--- config.mk ---
export PLATFORM = sky130hd
export DESIGN_NAME = lpc_reconstructor
export DESIGN_NICKNAME = d
export VERILOG_FILES = /design/src/rtl/lpc_reconstructor.sv
export SDC_FILE = /design/constraint.sdc
export NUM_CORES = 1
export LEC_CHECK = 0
export CAP_MARGIN = 20
export CORE_MARGIN = 2
export CORE_UTILIZATION = 42
export DETAILED_ROUTE_END_ITERATION = 12
export GPL_ROUTABILITY_DRIVEN = 0
export PLACE_DENSITY = 0.66
export RECOVER_POWER = 25
export SYNTH_ARGS = -nofsm -noshare
export SYNTH_HDL_FRONTEND = slang
export SYNTH_SLANG_ARGS = --single-unit
export TNS_END_PERCENT = 20
--- constraint.sdc ---
create_clock -name iClock -period 18.5 [get_ports iClock]
set_input_delay 5.55 -clock iClock [delete_from_list [all_inputs] [get_ports iClock]]
set_output_delay 5.55 -clock iClock [all_outputs]
set_load 0.01 [all_outputs]
--- src/rtl/lpc_reconstructor.sv ---
// LPC synthesis filter: rebuilds PCM samples from warm-up values and quantised residuals.
// Single serial MAC (one tap per cycle); oReady drops for M cycles while each prediction is formed.
module lpc_reconstructor #(
    parameter int MAX_ORDER = 12,
    parameter int COEFF_W   = 12,
    parameter int SAMPLE_W  = 16,
    parameter int ACC_W     = 32
) (
    input  logic                iClock,
    input  logic                iReset,
    input  logic                iEnable,
    input  logic                iStart,
    input  logic [3:0]          iOrder,
    input  logic [4:0]          iShift,
    input  logic [15:0]         iBlockSize,
    input  logic                iLoad,
    input  logic [COEFF_W-1:0]  iCoeff,
    input  logic                iValid,
    input  logic [SAMPLE_W-1:0] iResidual,
    output logic                oReady,
    output logic [SAMPLE_W-1:0] oSample,
    output logic                oValid,
    output logic                oDone
);

    typedef enum logic [2:0] {IDLE, LOAD, WARMUP, PREDICT, WAIT} state_t;

    state_t state, state_nxt;

    logic [3:0]  order, order_in, idx, tap;
    logic [4:0]  shift;
    logic [15:0] block_size, count, count_inc;

    logic signed [COEFF_W-1:0]         coeff [MAX_ORDER];
    logic signed [SAMPLE_W-1:0]        hist  [MAX_ORDER];
    logic signed [COEFF_W+SAMPLE_W-1:0] prod;
    logic signed [ACC_W-1:0]           acc, acc_sum;

    // Prediction only matters modulo 2^SAMPLE_W once added to the residual.
    logic [SAMPLE_W-1:0] pred, emit_dat;
    logic                accept, emit, done_nxt, last_tap;

    assign order_in  = (iOrder > 4'(MAX_ORDER)) ? 4'(MAX_ORDER) : iOrder;
    assign accept    = iEnable && iValid && oReady;
    assign count_inc = count + 16'd1;
    assign prod      = coeff[tap] * hist[tap];
    assign acc_sum   = acc + ACC_W'(prod);
    assign last_tap  = (tap == order - 4'd1);

    always_ff @(posedge iClock) begin
        if (iReset) state <= IDLE;
        else        state <= state_nxt;
    end

    always_comb begin
        state_nxt = state;
        emit      = 1'b0;
        emit_dat  = iResidual;
        done_nxt  = 1'b0;
        if (iEnable) begin
            if (iStart) begin
                if (iBlockSize == 16'd0) begin
                    state_nxt = IDLE;
                    done_nxt  = 1'b1;
                end else if (order_in != 4'd0) begin
                    state_nxt = LOAD;
                end else begin
                    state_nxt = WAIT;
                end
            end else begin
                case (state)
                    LOAD: begin
                        if (iLoad && idx == order - 4'd1) state_nxt = WARMUP;
                    end
                    WARMUP: begin
                        if (accept) begin
                            emit = 1'b1;
                            if (count_inc == block_size) begin
                                done_nxt  = 1'b1;
                                state_nxt = IDLE;
                            end else if (count_inc == {12'd0, order}) begin
                                state_nxt = PREDICT;
                            end
                        end
                    end
                    PREDICT: begin
                        if (last_tap) state_nxt = WAIT;
                    end
                    WAIT: begin
                        if (accept) begin
                            emit     = 1'b1;
                            emit_dat = iResidual + pred;
                            if (count_inc == block_size) begin
                                done_nxt  = 1'b1;
                                state_nxt = IDLE;
                            end else if (order != 4'd0) begin
                                state_nxt = PREDICT;
                            end
                        end
                    end
                    default: state_nxt = state;
                endcase
            end
        end
    end

    always_ff @(posedge iClock) begin
        if (iReset) begin
            order      <= '0;
            shift      <= '0;
            block_size <= '0;
            count      <= '0;
            idx        <= '0;
            tap        <= '0;
            acc        <= '0;
            pred       <= '0;
            oReady     <= 1'b0;
            oSample    <= '0;
            oValid     <= 1'b0;
            oDone      <= 1'b0;
            for (int k = 0; k < MAX_ORDER; k++) begin
                coeff[k] <= '0;
                hist[k]  <= '0;
            end
        end else begin
            oValid <= 1'b0;
            oDone  <= 1'b0;
            if (iEnable) begin
                oReady <= (state_nxt == WARMUP) || (state_nxt == WAIT);
                oValid <= emit;
                oDone  <= done_nxt;
                if (emit) oSample <= emit_dat;
                if (iStart) begin
                    order      <= order_in;
                    shift      <= iShift;
                    block_size <= iBlockSize;
                    count      <= '0;
                    idx        <= '0;
                    tap        <= '0;
                    acc        <= '0;
                    pred       <= '0;
                    for (int k = 0; k < MAX_ORDER; k++) hist[k] <= '0;
                end else begin
                    if (state == LOAD && iLoad) begin
                        coeff[idx] <= iCoeff;
                        idx        <= idx + 4'd1;
                    end
                    if (emit) begin
                        hist[0] <= emit_dat;
                        for (int k = 1; k < MAX_ORDER; k++) hist[k] <= hist[k-1];
                        count <= count_inc;
                    end
                    // Accumulator is held at zero outside PREDICT so each prediction starts clean.
                    if (state == PREDICT) begin
                        acc <= acc_sum;
                        tap <= tap + 4'd1;
                        if (last_tap) pred <= SAMPLE_W'(acc_sum >>> shift);
                    end else begin
                        acc <= '0;
                        tap <= '0;
                    end
                end
            end
        end
    end

endmodule
Yosys cells after proc, flatten, opt, wreduce, memory -nomap -nowiden
Memory sizes are Yosys's and may differ from the RTL's. A register that Yosys moved wholly into a read port is not among the register bits.
Cells that the tools add are included.
W data, S select, Z words.
{ "totals": {"register_bits": 119, "ram_bits": 336, "in_bits": 59, "out_inout_bits": 19, "n_memories": 2} }
{ "op_classes": {"addsub": 6, "mul": 1, "n_lt_le_gt_ge": 1, "eq_ne": 10, "shift": 1, "mux": 85, "n_bitwise": 25, "n_reduce_logical": 20} }
{ "mem_list": {"columns": ["name", "depth", "word_bits", "read_ports", "rd_ports_with_merged_regs", "wr", "line", "rtl"], "rows": [
  ["hist", 12, 16, 12, 1, 12, "35", "logic signed [SAMPLE_W-1:0] hist [MAX_ORDER];"],
  ["coeff", 12, 12, 1, 1, 12, "34", "logic signed [COEFF_W-1:0] coeff [MAX_ORDER];"]
]} }
{ "op_table": {"columns": ["operator", "n"], "rows": [
  ["$mux W16", 33],
  ["$mux W32", 2],
  ["$mux W4", 10],
  ["$mux W3", 12],
  ["$add A32 B28 Y32", 1],
  ["$sshr A32 B5 Y16", 1],
  ["$mul A12 B16 Y28", 1],
  ["$mux W1", 26],
  ["$or A1 B1 Y1", 24],
  ["$add A16 B1 Y16 const B", 1],
  ["$add A16 B16 Y16", 1],
  ["$eq A16 B16 Y1", 1],
  ["$eq A16 B4 Y1", 1],
  ["$logic_not A16 Y1", 1],
  ["$mux W12", 1],
  ["$pmux W3 S4", 1],
  ["$reduce_or A12 Y1", 1],
  ["$eq A3 B2 Y1 const B", 3],
  ["$add A4 B1 Y4 const B", 2],
  ["$eq A4 B4 Y1", 2],
  ["$reduce_and A2 Y1", 4],
  ["$reduce_bool A2 Y1", 4],
  ["$reduce_bool A4 Y1", 2],
  ["$eq A3 B3 Y1 const B", 2],
  ["8 further kinds", 12]
]} }

Logic depth before layout (Yosys ltp)
Gate-level depths: netlist of run 1.
{ "logic_depth": {"word_depth": 12, "ltp_mapped": 32} }

Worst setup path after synthesis of run 1
No wires, ideal clock.
{ "synth_timing": {"path_kind": "input port to flip-flop", "start": "in iEnable", "end": "mem hist[0][0], enable pin", "setup_ns": 1.429, "arrival_ns": 9.615, "t_required_ns": 17.071, "path_slack_ns": 7.456, "path_stages": 8, "path_buffers": 4, "path_cell_list": "clkbuf_1 nand3_1 nor2_1 nand2b_1 clkbuf_1 clkbuf_1 clkbuf_1 nand2_1"} }
{ "synth_lines": {"columns": ["element", "line", "rtl"], "rows": [
  ["from (decl)", "11", "input logic iEnable,"],
  ["to (decl)", "35", null]
]} }

==> flow_summary.ini, run 1 <==
[die]
ios = 78
die_x_um = 287
die_area_sq_mm = 0.0824
core_sq_mm = 0.0791
rows = 103
initial_core_util_pct = 42.5
die_h_um = 287

[finish]
drive_gt1_share_pct = 11.3
diodes = 0
nets = 3314
mostFrequentLayoutCell = edfxtp_1
final_util_pct = 47.1
synthToLayoutAreaGrowth_pct = 10.8
layout_common_cells = edfxtp_1, and2_1, nand2_1, fa_1, inv_1
instances_no_fill = 4020

[routing]
drc = 0
ant_nets = 0
drt-total-wl_um = 83500
vias = 22300
drt_iter0_markers = 1829
drt-vias-per-instance = 5.54
wire_per_inst_um = 20.8
drt_pre_antenna_iters = 5

[setup_path]
crit_path_max_fanout = 69
cp-end-kind = flop
start_kind = primary input
reg2reg_depth = 25
critPathKind = primary input to flop
cp.required_ns = 18.74
arrival_ns = 11.64

[clocking]
insertion_delay_ns = 0.66
htreeDepth = 2
clockBufferDepth = 3
cts-root-buf = clkbuf_16
postCtsSetupRepairBufs = 0
clkSinkCount = 507
cts_tree = yes
cts_hold_buf = 0
clk_pin_slew_worst_paths_ns = 0.06
cts_buffers = 56
cts_resized = 0

[pwr]
swShare_pct = 35.4
p_seq_share_pct = 33.8
p_leak_nw = 14.6
switchingPower_mw = 1.33
power_density_mw_per_mm2 = 101
p_comb_share_pct = 36.0
p_int_mw = 2.43
ir_worst_vdd_mv = 0.0829
clock_power_share_pct = 30.1

[timing]
fin_crit_sh_pct = 61.6
period_minus_slack_ns = 11.40
slew_headroom_pct = -96.0
tightest_slew_ns = 2.93
setup_violations = 0
fmax_mhz = 87.7
whs_ns = 0.450
finalMaxSlewViolations = 105
fin_skew_ns = 0.0586
fin_ws_ns = 7.10
finalHoldViolCount = 0
rsz0062_at_grt = false
finalSetupTns_ns = 0

[global_route]
grtUsageTotal_pct = 20.6
gr-total-overflow = 0
grt_max_degree = 94
grt_pass1_wl_um = 132000
grt_pass1_vias = 22800
grt_antenna_before_repair = 4

[synth]
syn_area_per_cell_sq_um = 11.5
synthesis.area_sq_mm = 0.0336
synth_flop_cell = edfxtp_1
yosys_warnings = 0
synth_fa_ha_area_share_pct = 17.3
netlist.area_leader.share_pct = 34.3
syn_nets = 3312
synth-edff-count = 384
synth.area.top_cells = edfxtp_1, fa_1, mux4_2
synth.distinct_cells = 99
synth_top_family_by_area = adder cells
ys_ff_latch = 507
synthArstFlopShare_pct = 0
ys_seq_area_share_pct = 41.6
synth_area_leader_cell = edfxtp_1
syn_inst = 2923
synth_xor_area_share_pct = 2.35
synth_compound_area_share_pct = 7.92
synthSimpleGateAreaFrac_pct = 15.9
synthMuxAreaShare_pct = 10.3

[flow_run]
maxCapViolCount = 3

[placed_design]
placed_cells = 3914
pre_cts_slack_ns = 8.41
io_buffers = 77
hpwlAfterDp_um = 59300

[hold_path]
hold_path.class = flop to flop
holdPathStages = 1

[outcome]
status = complete, but fails checks
violations = max-capacitance violations, max-slew violations
## power groups by stage
| stage | Sequential, mW | Clock (mW) | Combinational (mW) |
|---|---|---|---|
| after CTS | 1.27 | 1.15 | 1.34 |
| after global routing | 1.28 | 1.20 | 1.48 |
| after global placement | 1.30 | 0 | 1.32 |
| after floorplan | 1.29 | 0 | 1.00 |
| final | 1.27 | 1.14 | 1.36 |
| after detailed placement | 1.30 | 0 | 1.33 |
## final timing paths
kind	to	slack, ns	startpoint
worst max-delay path	hist[10][3]	7.10	iStart
worst min register to register	oSample[2]	0.45	oSample[2]
worst max register to register	pred[12]	8.48	flop
worst min-delay path	oSample[2]	0.45	oSample[2]
## cells in the mapped netlist (17+ instances only)
cell / instances
edfxtp_1: 384
and2_1: 337
nand2_1: 229
fa_1: 224
inv_1: 213
nor2_1: 149
clkbuf_1: 146
dfxtp_1: 123
mux4_2: 117
ha_1: 106
a21oi_1: 101
o21ai_0: 86
nor2b_1: 67
xnor2_1: 60
mux2i_1: 58
nor3_1: 44
nand2b_1: 43
nand3_1: 36
a22o_1: 27
xor2_1: 26
a21o_1: 25
buf_2: 25
or2_2: 22
mux2_2: 18
a211oi_1: 17
## registers in the layout, indices dropped and copies added, names as in the netlist, 4 cells and up, named ones only
| signal | flops |
|---|---|
| tap | 4 |
| block_size | 16 |
| coeff | 192 |
| hist | 192 |
| order | 4 |
| shift | 5 |
| acc | 32 |
| idx | 4 |
| count | 16 |
| oSample | 16 |
| pred | 16 |
## area by class of cell
class / count / area (sq um)
well taps: 1050 / 1310
inverters: 215 / 810
multi-input cells: 2013 / 18100
fillers: 7208 / 41900
clock inverters: 30 / 332
flip-flops and latches: 507 / 14000
repair buffers: 132 / 1160
clock buffers: 73 / 1550
## stage by stage
| stage | power (mW) | instance area, sq um |
|---|---|---|
| global route | 3.96 | 37300 |
| detailed placement | 2.62 | 35400 |
| CTS | 3.77 | 37300 |
| floorplan | 2.29 | 33600 |
| global placement | 2.62 | 35400 |
| finish | 3.77 | 37300 |
## worst max-delay path: stages
cell and delay, ns:
dlygate4sd3_1 0.84, and2_0 0.19, clkbuf_1 0.92, nor2_1 0.32
nand2_1 2.15, buf_4 0.82, buf_4 0.71
## kinds of logic (layout without fill, tap and decap cells)
group,count (synthesis),in the layout
AOI/OAI and AO/OA,394,394
xor gates and xnor gates,88,88
adders and majority gates,330,330
buffers and inverters,403,450
DFF,507,507
muxes,195,195
and+or+nand+nor,1006,1006
## routing by layer
metal,routed length (um),vias to the layer above,GRT usage [%],share of wire [%]
met4,1870,4,4.96,2.2
met1,36100,11300,28.5,43
li1,-,10200,-,-
met3,5990,145,3.87,7.2
met5,26,-,0,0.031
met2,39500,695,33.4,47
No activity file was read; power rests on OpenSTA's default activity.
==> inputs of run 2 (changes only) <==
--- a/config.mk
+++ b/config.mk
@@ -10,7 +10,7 @@
 export CORE_UTILIZATION = 42
 export DETAILED_ROUTE_END_ITERATION = 12
 export GPL_ROUTABILITY_DRIVEN = 0
-export PLACE_DENSITY = 0.66
+export PLACE_DENSITY = 0.68
 export RECOVER_POWER = 25
 export SYNTH_ARGS = -nofsm -noshare
 export SYNTH_HDL_FRONTEND = slang
==> constraint.sdc (replaced) <==
create_clock -name iClock -period 9.15 [get_ports iClock]
set_input_delay 2.745 -clock iClock [delete_from_list [all_inputs] [get_ports iClock]]
set_output_delay 2.745 -clock iClock [all_outputs]
set_load 0.01 [all_outputs]
==> run 2 against run 1 <==
Effect of this change: the flow still finishes with violations (max-capacitance violations, max-slew violations); combinational power grew 110%; clock skew decreased by 0.023 ns; clock-buffer cell count is 5 lower; sequential cell count did not move; register-to-register slack worse by 8.2 ns; worst setup slack got worse by 6.8 ns; non-clock buffer count rose by 17; clock power rose by 110%; largest power group unchanged; core utilization rose by 0.27 points.
==> flow_summary.ini, run 2 (synthesis results as in run 1) <==
[clocking]
cts_buffers = 55
htreeDepth = 2
insertion_delay_ns = 0.64
clockBufferDepth = 3
cts_tree = yes
clkSinkCount = 507
cts-root-buf = clkbuf_16
clk_pin_slew_worst_paths_ns = 0.06

[setup_path]
reg2reg_depth = 29
cp.required_ns = 9.65
critPathKind = flop to flop
cp-end-kind = flop
crit_buf_inv = 8
critPathTopFamily = adder cells
crit_slowest_cell = dfxtp_4
rrSetupSlack_ns = 0.33
crit_path_max_fanout = 22
slowest_delay_ns = 0.54
arrival_ns = 9.32
crit_top_cell = fa_1
cp.depth = 29
start_kind = flop

[timing]
period_minus_slack_ns = 8.82
setup_violations = 0
fin_crit_sh_pct = 96.4
fin_skew_ns = 0.0360
finalMaxSlewViolations = 234
finalSetupTns_ns = 0
fin_ws_ns = 0.327
rsz0062_at_grt = false
slew_headroom_pct = -73.8
tightest_slew_ns = 2.59
finalHoldViolCount = 0
fmax_mhz = 113

[die]
rows = 103
die_area_sq_mm = 0.0824
die_x_um = 287
core_sq_mm = 0.0791
ios = 78
die_h_um = 287
initial_core_util_pct = 42.5

[pwr]
p_leak_nw = 14.7
ir_worst_vdd_mv = 0.157
power_density_mw_per_mm2 = 207

[global_route]
gr-total-overflow = 0
grtUsageTotal_pct = 20.9
busiest_layer = met2
grt_use_met2_pct = 33.2
grt_pass1_wl_um = 134000
grt_pass1_vias = 22900
grt_max_degree = 96
use_met3_pct = 4.17
use_met1_pct = 28.7
grt_antenna_before_repair = 3

[finish]
nets = 3330
drive_gt1_share_pct = 11.6
synthToLayoutAreaGrowth_pct = 11.4
layout_common_cells = edfxtp_1, and2_1, nand2_1, fa_1, inv_1
mostFrequentLayoutCell = edfxtp_1
stdcell_area_sq_mm = 0.0375
biggestRegsByFlops = coeff (192), hist (192), acc (32)

[outcome]
violations = max-capacitance violations, max-slew violations
status = complete, but fails checks

[routing]
wire_per_inst_um = 21.1
drt-vias-per-instance = 5.58
vias = 22500
ant_nets = 0
drt-total-wl_um = 85100
drc = 0
drt_iter0_markers = 2084
drt_pre_antenna_iters = 6

[hold_path]
hold_path.class = flop to flop
holdPathStages = 1

[placed_design]
place_area_sq_mm = 0.0356
pre_cts_slack_ns = 0.506
hpwlAfterDp_um = 60800
io_buffers = 77

[flow_run]
maxCapViolCount = 5
[run 2: final timing paths]
kind | startpoint | end
setup / recovery | flop | pred[7]
hold / removal | oSample[3] | oSample[3]
setup reg to reg | flop | pred[7]
hold reg to reg | oSample[3] | oSample[3]
[run 2: timing repair]
item | CTS | global route
endpoints found under the setup margin | 0 | 1
resized for setup | 0 | 2
hold buffers | 0 | 0
setup buffers | 0 | 3
[run 2: power breakdown]
part | total (mW) | internal, mW | switching [mW]
combinational | 2.83 | 1.11 | 1.72
sequential | 2.58 | 2.54 | 0.0345
clock | 2.36 | 1.37 | 0.987
[run 2: area by class of cell]
type / instances / area [sq um]
antenna: 1 / 2.50
clock buffer: 68 / 1440
clock inverter: 34 / 453
fill: 7098 / 41700
inverter: 215 / 816
multi-input combinational: 2013 / 18100
sequential: 507 / 14000
tap: 1050 / 1310
timing repair buffer: 149 / 1360
[run 2: per-layer routing]
metal / share of wire, % / vias to the layer above / wire [um]
met5: 0.016 / - / 14
met4: 3.2 / 2 / 2760
met3: 7.3 / 169 / 6220
met2: 46 / 753 / 39400
met1: 43 / 11400 / 36700
li1: - / 10200 / -
[run 2: per-stage QoR]
| stage | hold slack (ns) | total power, mW | utilization (%) | instances |
|---|---|---|---|---|
| after global routing | 0.466 | 8.15 | 47.4 | 4036 |
| after CTS | 0.457 | 7.75 | 47.4 | 4033 |
| after global placement | 0.433 | 5.36 | 45.0 | 3931 |
| after detailed placement | 0.443 | 5.38 | 45.0 | 3931 |
| final | 0.445 | 7.77 | 47.4 | 4037 |
| after floorplan | 0.424 | 4.64 | - | 2923 |
==> inputs of run 3 (changes only) <==
--- a/config.mk
+++ b/config.mk
@@ -7,11 +7,11 @@
 export LEC_CHECK = 0
 export CAP_MARGIN = 20
 export CORE_MARGIN = 2
-export CORE_UTILIZATION = 42
+export CORE_UTILIZATION = 57
 export DETAILED_ROUTE_END_ITERATION = 12
-export GPL_ROUTABILITY_DRIVEN = 0
-export PLACE_DENSITY = 0.68
+export PLACE_DENSITY = 0.85
 export RECOVER_POWER = 25
+export SLEW_MARGIN = 20
 export SYNTH_ARGS = -nofsm -noshare
 export SYNTH_HDL_FRONTEND = slang
 export SYNTH_SLANG_ARGS = --single-unit
==> run 3 against run 2 <==
Effect of this change: register-to-register slack about the same; via count up 4.2%; clock-buffer cell count is 8 lower; largest power group unchanged; largest cell class unchanged; sequential power about the same; fmax shrank 0.11%; highest routed layer unchanged; worst setup slack lost 0.0097 ns; the flow still finishes with violations (max-capacitance violations, max-slew violations); final cell count is 7.0% lower; clock skew rose by 0.043 ns.
==> flow_summary.ini, run 3 (synthesis results as in run 1) <==
[outcome]
status = complete, but fails checks
violations = max-capacitance violations, max-slew violations

[setup_path]
slowest_delay_ns = 0.62
cp.required_ns = 9.64
cp-end-kind = flop
crit_path_max_fanout = 19
crit_top_cell = fa_1
crit_slowest_cell = mux4_1
critPathKind = flop to flop
arrival_ns = 9.32
start_kind = flop

[timing]
period_minus_slack_ns = 8.83
finalHoldViolCount = 0
tightest_slew_ns = 3.35
rsz0062_at_grt = false
slew_headroom_pct = -123
finalMaxSlewViolations = 114
fmax_mhz = 113
setup_violations = 0
fin_skew_ns = 0.0789
fin_crit_sh_pct = 96.5
finalSetupTns_ns = 0

[placed_design]
io_buffers = 77
place.gp.congestion = 0.935
placed_cells = 3651
hpwlAfterDp_um = 62500

[routing]
drt-total-wl_um = 87800
drt_pre_antenna_iters = 6
wire_per_inst_um = 23.4
drc = 0
ant_nets = 0
drt-vias-per-instance = 6.24
drt_iter0_markers = 2392
vias = 23500

[finish]
register_area_sq_mm = 0.0140
drive_gt1_share_pct = 11.8
nets = 3324
mostFrequentLayoutCell = edfxtp_1
synthToLayoutAreaGrowth_pct = 10.3
layout_common_cells = edfxtp_1, and2_1, nand2_1, fa_1, inv_1
final_util_pct = 63.2
biggestRegsByFlops = coeff (192), hist (192), acc (32)
instances_no_fill = 3756
fill_cells = 4250
multi_input_area_sq_mm = 0.0181

[clocking]
cts_buffers = 54
postCtsSetupRepairBufs = 0
cts_tree = yes
clk_pin_slew_worst_paths_ns = 0.07
clockBufferDepth = 3
cts-root-buf = clkbuf_16
clkSinkCount = 507
insertion_delay_ns = 0.67
htreeDepth = 2

[pwr]
p_leak_nw = 14.7
totalPowerFinal_mw = 7.78
ir_worst_vdd_mv = 0.185
power_density_mw_per_mm2 = 210

[die]
die_h_um = 247
die_area_sq_mm = 0.0610
die_x_um = 247
ios = 78
initial_core_util_pct = 57.3
core_sq_mm = 0.0587
rows = 89

[global_route]
grtUsageTotal_pct = 29.7
grt_pass1_vias = 24400
grt_max_degree = 119
grt_pass1_wl_um = 139000
grt_antenna_before_repair = 4
gr-total-overflow = 0

[hold_path]
hold_path.class = flop to flop

[flow_run]
maxCapViolCount = 2
[run 3: changes by cell type in the layout (fill, tap and decap cells not counted), sizes merged]
| cell | delta |
|---|---|
| clkinvlp | -4 |
| inv | +1 |
| clkbuf | -9 |
| clkdlybuf4s50 | +2 |
| buf | -4 |
| dlygate4sd3 | -2 |
| clkinv | +11 |
| diode | +1 |
[run 3: critical path: cells and delay by family (launching register included)]
family / cells / cell delay (ns)
AOI/OAI and AO/OA: 4 / 1.35
and+or+nand+nor: 5 / 0.78
muxes: 4 / 1.69
DFF: 1 / 0.52
xor gates and xnor gates: 1 / 0.21
buffers and inverters: 4 / 0.64
adders and majority gates: 7 / 3.42
[run 3: report_power, final]
group	switching, mW	total [mW]	internal, mW	leakage [nW]
clock	0.986	2.34	1.35	0.920
combinational	1.76	2.86	1.11	8.84
sequential	0.0361	2.58	2.54	4.93
total	2.78	7.78	5.00	14.7
[run 3: timing repair]
| action | CTS | global route |
|---|---|---|
| resized for setup | 0 | 2 |
| setup endpoints to repair | 0 | 6 |
| hold buffers | 0 | 0 |
[run 3: stage by stage]
step	worst slack [ns]	cell area (sq um)	hold slack [ns]
global route	0.0290	37100	0.478
finish	0.318	37100	0.457
CTS	0.386	37100	0.460
floorplan	0.911	33600	0.424
detailed placement	0.550	35200	0.444
global placement	0.769	35200	0.438
[run 3: worst paths after layout]
| path | start | endpoint | slack, ns | cells after the start |
|---|---|---|---|---|
| worst max-delay path | flop | pred[3] | 0.32 | 25 |
| worst min-delay path | oSample[7] | oSample[7] | 0.46 | 1 |
| worst max register to register | flop | pred[3] | 0.32 | 25 |
| worst min register to register | oSample[7] | oSample[7] | 0.46 | 1 |
[run 3: cell type report]
class / count / area share [%]
timing repair buffer: 144 / 3.55
multi-input combinational: 2013 / 48.8
antenna: 2 / 0.0135
clock buffer: 60 / 3.70
clock inverter: 42 / 1.41
tap: 773 / 2.61
sequential: 507 / 37.8
inverter: 215 / 2.18
[run 3: per-layer routing]
layer  track usage, %  wire, um  part of all wire [%]
met5                0        39                 0.044
met1             38.0     32900                    37
met4             12.7      4100                   4.7
met3             6.71      8610                   9.8
met2             48.8     42200                    48
